[src/rtl/uart_rx.sv]
// UART receive deserializer: 2-flop input sync, falling-edge start detect,
// mid-bit sampling on the oversample tick, LSB-first shift, stop-bit check.
module uart_rx #(
  parameter int unsigned DATA_BITS  = 8,
  parameter int unsigned OVERSAMPLE = 16
) (
  input  logic                 clk_in,
  input  logic                 nrst_in,
  input  logic                 baud_tick_in,
  input  logic                 rx_in,
  output logic [DATA_BITS-1:0] data_out,
  output logic                 valid_out,
  output logic                 frame_err_out,
  output logic                 busy_out
);

  localparam int unsigned TW = $clog2(OVERSAMPLE);
  localparam int unsigned BW = $clog2(DATA_BITS);

  localparam logic [TW-1:0] TICK_MID  = TW'(OVERSAMPLE / 2 - 1);
  localparam logic [TW-1:0] TICK_LAST = TW'(OVERSAMPLE - 1);
  localparam logic [BW-1:0] BIT_LAST  = BW'(DATA_BITS - 1);

  localparam logic [1:0] IDLE  = 2'd0;
  localparam logic [1:0] START = 2'd1;
  localparam logic [1:0] DATA  = 2'd2;
  localparam logic [1:0] STOP  = 2'd3;

  logic                 rx_meta;
  logic                 rx_s;
  logic                 rx_prev;

  logic [1:0]           state;
  logic [1:0]           state_nxt;
  logic [TW-1:0]        tick_cnt;
  logic [TW-1:0]        tick_nxt;
  logic [BW-1:0]        bit_cnt;
  logic [BW-1:0]        bit_nxt;
  logic [DATA_BITS-1:0] shift_q;
  logic [DATA_BITS-1:0] shift_nxt;
  logic [DATA_BITS-1:0] data_nxt;
  logic                 valid_nxt;
  logic                 ferr_nxt;
  logic                 busy_nxt;

  // Synchronize the asynchronous line and keep one extra stage for edge detect
  always_ff @(posedge clk_in or negedge nrst_in) begin
    if (!nrst_in) begin
      rx_meta <= 1'b1;
      rx_s    <= 1'b1;
      rx_prev <= 1'b1;
    end else begin
      rx_meta <= rx_in;
      rx_s    <= rx_meta;
      rx_prev <= rx_s;
    end
  end

  // State, counters, shift register and registered outputs
  always_ff @(posedge clk_in or negedge nrst_in) begin
    if (!nrst_in) begin
      state         <= IDLE;
      tick_cnt      <= '0;
      bit_cnt       <= '0;
      shift_q       <= '0;
      data_out      <= '0;
      valid_out     <= 1'b0;
      frame_err_out <= 1'b0;
      busy_out      <= 1'b0;
    end else begin
      state         <= state_nxt;
      tick_cnt      <= tick_nxt;
      bit_cnt       <= bit_nxt;
      shift_q       <= shift_nxt;
      data_out      <= data_nxt;
      valid_out     <= valid_nxt;
      frame_err_out <= ferr_nxt;
      busy_out      <= busy_nxt;
    end
  end

  // Next-state and output decode; without a tick everything holds
  always_comb begin
    state_nxt = state;
    tick_nxt  = tick_cnt;
    bit_nxt   = bit_cnt;
    shift_nxt = shift_q;
    data_nxt  = data_out;
    valid_nxt = 1'b0;
    ferr_nxt  = 1'b0;

    case (state)
      IDLE: begin
        // A line stuck low shows no edge, so it cannot re-arm the receiver
        if (rx_prev && !rx_s) begin
          state_nxt = START;
          tick_nxt  = '0;
        end
      end

      START: begin
        if (baud_tick_in) begin
          if (tick_cnt == TICK_MID) begin
            tick_nxt = '0;
            if (!rx_s) begin
              state_nxt = DATA;
              bit_nxt   = '0;
            end else begin
              state_nxt = IDLE;
            end
          end else begin
            tick_nxt = tick_cnt + TW'(1);
          end
        end
      end

      DATA: begin
        if (baud_tick_in) begin
          if (tick_cnt == TICK_LAST) begin
            tick_nxt  = '0;
            shift_nxt = {rx_s, shift_q[DATA_BITS-1:1]};
            if (bit_cnt == BIT_LAST) begin
              state_nxt = STOP;
            end else begin
              bit_nxt = bit_cnt + BW'(1);
            end
          end else begin
            tick_nxt = tick_cnt + TW'(1);
          end
        end
      end

      STOP: begin
        // Leaving mid stop bit lets a back-to-back start edge be caught
        if (baud_tick_in) begin
          if (tick_cnt == TICK_LAST) begin
            tick_nxt  = '0;
            state_nxt = IDLE;
            if (rx_s) begin
              data_nxt  = shift_q;
              valid_nxt = 1'b1;
            end else begin
              ferr_nxt = 1'b1;
            end
          end else begin
            tick_nxt = tick_cnt + TW'(1);
          end
        end
      end

      default: state_nxt = IDLE;
    endcase

    busy_nxt = (state_nxt != IDLE);
  end

endmodule

[config.mk]
export PLATFORM = sky130hd
export DESIGN_NAME = uart_rx
export DESIGN_NICKNAME = d
export VERILOG_FILES = /design/src/rtl/uart_rx.sv
export SDC_FILE = /design/constraint.sdc
export NUM_CORES = 1
export LEC_CHECK = 0
export BUFFER_PORTS_ARGS = -buffer_cell sky130_fd_sc_hd__clkbuf_2
export CORE_MARGIN = 1
export CORE_UTILIZATION = 45
export CTS_CLUSTER_DIAMETER = 30
export CTS_CLUSTER_SIZE = 40
export DETAILED_ROUTE_END_ITERATION = 7
export SLEW_MARGIN = 5
export SYNTH_ARGS = -nofsm -noshare
export SYNTH_HDL_FRONTEND = slang
export SYNTH_SLANG_ARGS = --single-unit
[constraint.sdc]
create_clock -name clk_in -period 2.7 [get_ports clk_in]
set_input_delay 0.54 -clock clk_in [delete_from_list [all_inputs] [get_ports clk_in]]
set_output_delay 0.54 -clock clk_in [all_outputs]
set_load 0.05 [all_outputs]
Yosys cells after proc, flatten, opt, wreduce, memory -nomap -nowiden:

Cells that the tools add are included.

* memories: 0
* output and inout bits: 11
* input bits: 4
* bits in read-only memories: 0
* RAM bits: 0
* register bits after elaboration: 31
* bits in latches: 0
* word-level logic and storage cells: 68

* $lt $le $gt $ge: 0
* muxes and demuxes: 31
* equal/unequal tests: 14
* multiply operators: 0
* add/sub/neg operators: 2
* bitwise operators: 0
* divide/modulo/power cells: 0
* reduce and logical (&&, ||, !) cells: 10
* shift-type cells: 0

Operators by type and width (count)
* two-way mux 4 bit: 5
* two-way mux 2 bit: 9
* two-way mux 3 bit: 6
* inequality test 2 bit, second input constant: 7
* case mux 4 bit (3 select lines): 1
* two-way mux 1 bit: 8
* case mux 2 bit (4 select lines): 1
* AND reduction 7 bit: 1
* case mux 3 bit (2 select lines): 1
* AND reduction 3 bit: 2
* adder 4 x 1 -> 4 bit, second input constant: 1
* equality test 2 bit, second input constant: 2
* equality test 4 x 3 -> 1 bit, second input constant: 1
* equality test 4 bit, second input constant: 1
* AND reduction 4 bit: 1
* nonzero test 2 bit: 2
* adder 3 x 1 -> 3 bit, second input constant: 1
* equality test 3 bit, second input constant: 1
* equality test 2 x 1 -> 1 bit, second input constant: 1
* zero test 2 bit: 1
* inequality test 2 x 1 -> 1 bit, second input constant: 1
* OR reduction 2 bit: 1
* logical AND 1 bit: 1
* zero test 1 bit: 1

Depth between registers and ports, before layout:

Gate-level depths: netlist of the first run.

* word-level depth: 6
* gate-level depth with buffers: 6
* gate-level depth less buffers: 5

Worst setup path after synthesis of the first run:

OpenSTA, ideal clock, no wires.

* path type: reg2reg
* start: register tick_cnt[0]
* end: register bit_cnt[0]
* stages on the path, launching flop included: 7
* data required time: 2.575 ns
* setup time: 0.125 ns
* slack: 1.093 ns
* buffers on the path: 1
* arrival: 1.482 ns
* clock period less this slack: 1.607 ns
* path through: dfrtp_1 -> ha_1 -> and4_4 -> and2_4 -> buf_6 -> nor2b_4 -> mux2_2

* cells in the longest elaborated chain, start to end: 3
* elaborated cells between the ends (all ways): 5
* those cells by class: eq/ne (4); reduce/logical (1)

Ends and longest elaborated chain
* start, declared: line 35 `logic [TW-1:0] tick_cnt;`
* start signal, assigned: line 72 `tick_cnt <= tick_nxt;`
* equality test 4 bit or equality test 4 x 3 -> 1 bit (tied branches): line 119, 103
* inequality test 2 bit (no line)
* AND reduction 7 bit (no line) (*)
* end signal, assigned: line 73 `bit_cnt <= bit_nxt;`
* end, declared: line 37 `logic [BW-1:0] bit_cnt;`

Mark *: on every way between the ends. The rest lies on a longest branch, timed or not.
A chain may end at the register's enable or synchronous reset.

Worst setup path in the final report of the first run:

* start: register state[1]
* end: register bit_cnt[0]

* cells in the longest elaborated chain, start to end: 3
* elaborated cells between the ends (all ways): 11
* those cells by class: eq/ne (8); mux (1); reduce/logical (2)

Ends and longest elaborated chain
* start, declared: line 33 `logic [1:0] state;`
* start signal, assigned: line 71 `state <= state_nxt;`
* equality test 2 bit or equality test 2 x 1 -> 1 bit (tied branches): line 92 `case (state)`
* inequality test 2 bit (no line) or nonzero test 2 bit (tied branches)
* AND reduction 7 bit (no line)

Parallel ways exist; a longest one is shown, timed or not.

==> summary.txt, run 1 <==
Outcome
  – Outcome: finished with violations
  – Failing checks: design-rule violations

Clocking
  – Cts bufs inserted: 5
  – Post-CTS sizing: 0
  – CTS tree: built
  – CTS Root Cell: clkbuf_4
  – CTS Buffer Depth: 2
  – Hold_buf cts: 0
  – Post-CTS setup buffer count: 0
  – Clock-pin slew on the worst setup and hold paths: 100 ps
  – Clk Latency, worst-skew pair: 310 ps
  – Clock sinks: 31
  – H-tree lvl count: 2

Synthesis
  – Main synth FF type: dfrtp_1
  – Post-Syn Instances: 96
  – Count of unique library cells instantiated by Yosys: 33
  – Syn Nets: 103
  – #FFs+latches synth: 31
  – Register area share after synthesis: 57.6%
  – Commonest cells in the netlist: dfrtp_1 (28), mux2_2 (17), nand3_1 (4)
  – Ys Warns: 0
  – Biggest area consumer among synthesized cells: dfrtp_1
  – Ranking of synthesized cells by area: dfrtp_1 (52%), mux2_2 (14%), dfstp_2 (5.8%), ha_1 (2.8%), buf_6 (2.5%)
  – Share of the synthesized area in the top cell type: 51.8%
  – Most frequent cell after synthesis: dfrtp_1
  – Syn avg cell area: 14.1 um2
  – Cell area after synthesis: 0.00135 mm2
  – Async S/R FF share, synth: 100%
  – Post-synth EDFFs: 0

Global route
  – Largest net degree at the start of global routing: 32
  – Initial antenna violation count: 0
  – Vias in the first global route: 730
  – Gr ovfl total: 0
  – Global-route wire length before repair: 3370 um
  – GRT Util Overall: 14.2%

Timing
  – Max Freq: 0.609 GHz
  – Hold Violations, Final: 0
  – Endpoints failing setup: 0
  – Setup TNS: 0 ps
  – Max-Slew Margin vs Limit: 50.2%
  – Min Tclk post-route: 1640 ps
  – Pins Over Slew Limit: 0
  – Final Cycle Share: 60.8%
  – Post-route setup slack: 1060 ps
  – Setup repair after global routing missed its margin: no
  – Worst Tran Pin Value: 747 ps
  – Worst clock skew: 15.4 ps

Critical path
  – Worst Setup End Kind: register
  – Required @ worst endpoint: 2900 ps
  – Worst r2r src: state[1]$_DFF_PN0_
  – Critical path's slowest cell: dfrtp_1
  – WP data arrival: 1840 ps
  – Top cell family by delay on the critical path: flip-flops
  – Number of cells on the worst reg-to-reg path: 4
  – Critical path depth: 4
  – Crit path kind: reg -> reg
  – Max FO, Critical Path: 11
  – Buf/Inv on CP: 0
  – Max incr delay on CP: 560 ps
  – Cell Chain, Critical Path: nor2b_1 > a21oi_1 > a211o_1 > mux2_2
  – Worst setup path start: state[1]$_DFF_PN0_
  – Startpoint types: register

Pwr
  – Pwr Total: 1.12 mW
  – Power density cells: 748 mW/mm2
  – Max VDD drop: 380 uV
  – Lkg Pwr: 0.751 nW

Floorplanning
  – Die ar.: 0.00323 mm2
  – Die X: 56.8 um
  – Std-Cell Core Area: 0.00281 mm2
  – Ports: 15
  – Starting Density: 48.2%
  – Row count: 19
  – Die height: 56.8 um

Detailed routing
  – Via density: 5.34
  – DR iter-0 viols: 13
  – Detailed-route wire length per cell: 13.2 um
  – First-pass detailed-route iteration total: 6
  – Drt total wl: 1920 um
  – DRC: 2
  – Antenna-violating nets left: 0
  – Routed via count: 775

Finish
  – Diodes inserted: 0
  – Nets: 120
  – Final core utilization: 53.3%
  – Proportion of layout cells with a drive suffix above 1: 38.6%
  – Area grow syn2layout: 10.5%

Run
  – MaxCap Viol Count: 0

Placement
  – # port buffers: 14
  – Setup Slack @ Placement: 1060 ps
  – GP Congestion: 0.678
  – Detailed Place HPWL: 1300 um

Min path
  – Worst Hold Class: in -> async
[metal layers]
layer  up-vias  global-route usage, %  routed length [um]
met4         0                   6.27                  34
li1        378                      -                   -
met1       381                   19.1                 961
met5         -                      0                   0
met3         5                   6.91                  56
met2        11                   19.4                 867
[flip-flops by register name (all words and copies together) (netlist names), 2 cells and up]
signal,cells
state,2
tick_cnt,4
shift_q,8
bit_cnt,3
data_out,8
[power breakdown]
group	leakage (nW)	total [mW]	internal, mW	switching [mW]
Clock	0.0395	0.335	0.196	0.138
Sequential	0.412	0.582	0.511	0.0708
Combinational	0.299	0.202	0.0929	0.109
[through the flow]
stage / instances / instance area, um2 / hold WS, ps
6_report: 145 / 1500 / 274
5_1_grt: 145 / 1500 / 267
4_1_cts: 145 / 1500 / 280
3_5_place_dp: 137 / 1420 / 347
3_3_place_gp: 137 / 1420 / 348
2_1_floorplan: 96 / 1350 / 244
[area by class of cell]
| type | count | area (um2) |
|---|---|---|
| repair buffers | 14 | 70.1 |
| well taps | 31 | 38.8 |
| clock buffers | 7 | 45.0 |
| clock inverters | 1 | 30.0 |
| multi-input cells | 59 | 524 |
| fillers | 274 | 1310 |
| flip-flops and latches | 31 | 779 |
| inverters | 2 | 7.51 |
[cells by family after synthesis]
group,share of synthesized area (%)
fa+ha+maj,2.78
mux,15.7
buf+inv,3.61
compound gates,5.92
xor+xnor,0.648
flops,57.6
simple gates,13.7
[path summary, 6_finish.rpt]
path                                               end  slack (ps)
max in group asynchronous           busy_out$_DFF_PN0_        1940
worst max-delay path            bit_cnt[0]$_DFFE_PN0P_        1060
min in group clk_in                  rx_meta$_DFF_PN1_         310
worst min register to register          rx_s$_DFF_PN1_         360
worst max register to register  bit_cnt[0]$_DFFE_PN0P_        1060
worst min-delay path                state[1]$_DFF_PN0_         270
[layout by cell type (no fill, tap or decap), drive strengths merged, types with 3 or more instances in the layout]
master	synthesis	routed
dfstp	3	3
clkbuf	0	21
a22o	3	3
mux2	18	18
dfrtp	28	28
nand3	4	4
ha	3	3
nand2	3	3
nor2b	3	3
No activity file was read; power rests on OpenSTA's default activity.
==> run 2: changes to the inputs <==
==> constraint.sdc (replaced) <==
create_clock -name clk_in -period 1.68 [get_ports clk_in]
set_input_delay 0.336 -clock clk_in [delete_from_list [all_inputs] [get_ports clk_in]]
set_output_delay 0.336 -clock clk_in [all_outputs]
set_load 0.05 [all_outputs]
==> summary.txt, run 2 (synthesis gave the netlist of run 1 again) <==
Timing
  – Hold Violations, Final: 0 (unchanged)
  – Final Cycle Share: 93.7% (+33 points)
  – Pins Over Slew Limit: 0 (unchanged)
  – Worst Tran Pin Value: 411 ps (-336 ps)
  – Worst clock skew: 8.88 ps (-6.55 ps)
  – Min Tclk post-route: 1570 ps (-66.5 ps)
  – Max Freq: 0.635 GHz (+4.2%)
  – Max-Slew Margin vs Limit: 72.6% (+22 points)
  – Endpoints failing setup: 0 (unchanged)

Critical path
  – Max incr delay on CP: 390 ps (-170 ps)
  – Flop2flop setup slack: 110 ps (-950 ps)
  – Number of cells on the worst reg-to-reg path: 4 (unchanged)
  – Startpoint types: register
  – Worst r2r src: tick_cnt[0]$_DFFE_PN0P_
  – Required @ worst endpoint: 1890 ps (-1010 ps)
  – Cell Chain, Critical Path: ha_2 > and4_4 > and2_4 > mux2_2
  – Critical path's slowest cell: dfrtp_1
  – WP data arrival: 1790 ps (-50 ps)
  – Max FO, Critical Path: 9 (-2)
  – Worst Setup End Kind: register
  – Worst setup path start: tick_cnt[0]$_DFFE_PN0P_
  – Reg2Reg Capture Point: shift_q[5]$_DFFE_PN0P_
  – Crit path kind: reg -> reg
  – Worst Setup EP: shift_q[5]$_DFFE_PN0P_

Pwr
  – P_sw: 550 uW (+73%)
  – Int Power: 1.25 mW (+56%)
  – Clock share of power: 27.7% (-2.2 points)
  – Logic gate share of total power: 22.0% (+3.9 points)
  – Lkg Pwr: 0.770 nW (+2.6%)
  – Power density cells: 1170 mW/mm2 (+56%)
  – Pwr Total: 1.80 mW (+61%)
  – Switching share of total power: 30.5% (+2.1 points)
  – Sequential power share: 50.3% (-1.7 points)
  – Max VDD drop: 527 uV (+39%)

Global route
  – Global-route wire length before repair: 3640 um (+8.2%)
  – Gr ovfl total: 0 (unchanged)
  – Initial antenna violation count: 0 (unchanged)
  – GRT Util Overall: 15.6% (+1.4 points)
  – Largest net degree at the start of global routing: 18 (-44%)
  – Vias in the first global route: 747 (+2.3%)

Min path
  – Worst Hold Class: in -> reg
  – Hold depth: 1

Clocking
  – CTS Root Cell: clkbuf_4
  – Clock sinks: 31 (unchanged)
  – H-tree lvl count: 2 (unchanged)
  – Clk Latency, worst-skew pair: 330 ps (+20 ps)
  – Clock-pin slew on the worst setup and hold paths: 90 ps (about the same)
  – CTS Buffer Depth: 2 (unchanged)
  – Post-CTS setup buffer count: 0 (unchanged)
  – Cts bufs inserted: 5 (unchanged)
  – CTS tree: built

Outcome
  – Failing checks: design-rule violations
  – Outcome: finished with violations

Floorplanning
  – Die height: 56.8 um (unchanged)
  – Std-Cell Core Area: 0.00281 mm2 (unchanged)
  – Die ar.: 0.00323 mm2 (unchanged)
  – Ports: 15 (unchanged)
  – Starting Density: 48.2% (unchanged)
  – Die X: 56.8 um (unchanged)
  – Row count: 19 (unchanged)

Finish
  – Most common cell after layout, fill and taps aside: dfrtp_1
  – Top flop regs: data_out x8, shift_q x8, tick_cnt x4
  – Area grow syn2layout: 13.9%
  – Design area: 0.00154 mm2 (+3.0%)
  – Layout Cells excl Fill: 149 (+2.8%)
  – Proportion of layout cells with a drive suffix above 1: 42.4% (+3.8 points)
  – Most frequent cells in the layout: dfrtp_1 (28), mux2_2 (17), clkbuf_2 (14)
  – Diodes inserted: 0 (unchanged)
  – Nets: 124 (+3.3%)
  – Final core utilization: 54.9% (+1.6 points)

Placement
  – Inst Count DP: 140 (+2.2%)
  – # port buffers: 14 (unchanged)
  – Detailed Place HPWL: 1460 um (+12%)
  – GP Congestion: 0.720 (+6.2%)
  – Post-DP Area: 0.00146 mm2 (+2.5%)

Detailed routing
  – Via density: 5.42 (+1.5%)
  – Antenna-violating nets left: 0 (unchanged)
  – Detailed-route wire length per cell: 13.9 um (+5.0%)
  – First-pass detailed-route iteration total: 6 (unchanged)
  – Routed via count: 808 (+4.3%)
  – DRC: 3 (+1)
  – Drt total wl: 2070 um (+7.9%)
  – DR iter-0 viols: 23 (+10)

Run
  – MaxCap Viol Count: 0 (unchanged)
## run 2: changes by cell type in the layout (fill, tap and decap cells not counted)
cell,change
bufinv_16,-1
clkbuf_1,-2
clkbuf_8,+2
buf_12,+1
ha_2,+1
buf_4,+2
clkinvlp_4,+1
ha_1,-1
dlygate4sd3_1,+1
## run 2: what timing repair did
item	CTS	global route
hold buffers	1	0
hold endpoints to repair	11	0
resized for setup	0	1
endpoints found under the setup margin	0	7
## run 2: cell type report
type	count	area [um2]
multi-input combinational	59	527
inverter	2	7.51
fill	247	1260
sequential	31	779
tap	31	38.8
clock inverter	1	7.51
timing repair buffer	18	115
clock buffer	7	65.1
## run 2: power by group through the flow
stage	clock network, mW	registers (mW)	logic, mW
after global routing	0.551	0.918	0.442
after detailed placement	0	0.918	0.393
final	0.499	0.906	0.396
after global placement	0	0.915	0.388
after floorplan	0	0.915	0.325
after CTS	0.521	0.904	0.397
## run 2: through the flow
step | hold slack, ps | setup TNS (ps) | setup slack (ps)
2_1_floorplan | 40.4 | 0 | 72.8
3_3_place_gp | 285 | 0 | 114
3_5_place_dp | 287 | 0 | 82.9
4_1_cts | 59.2 | 0 | 60.4
5_1_grt | 51.1 | -4.30 | -4.30
6_report | 80.7 | 0 | 105
## run 2: worst min-delay path by stage
stage / start / end / slack [ps]
CTS: rx_in / rx_meta$_DFF_PN1_ / 60
global placement: nrst_in / tick_cnt[2]$_DFFE_PN0P_ / 280
finish: rx_in / rx_meta$_DFF_PN1_ / 80
global route: rx_in / rx_meta$_DFF_PN1_ / 50
detailed placement: nrst_in / tick_cnt[2]$_DFFE_PN0P_ / 290
floorplan: nrst_in / bit_cnt[0]$_DFFE_PN0P_ / 40
## run 2: critical path: cells and delay by family (launching register included)
| family | cells | cell delay [ps] |
|---|---|---|
| muxes | 1 | 340 |
| DFF | 1 | 390 |
| and+or+nand+nor | 2 | 510 |
| adders and majority gates | 1 | 220 |
## run 2: per-layer routing
metal / track usage (%) / wire length (um) / up-vias
met1: 20.8 / 1020 / 402
li1: - / - / 389
met3: 6.22 / 80 / 5
met5: 0 / 0 / -
met4: 7.67 / 48 / 0
met2: 22.1 / 923 / 12
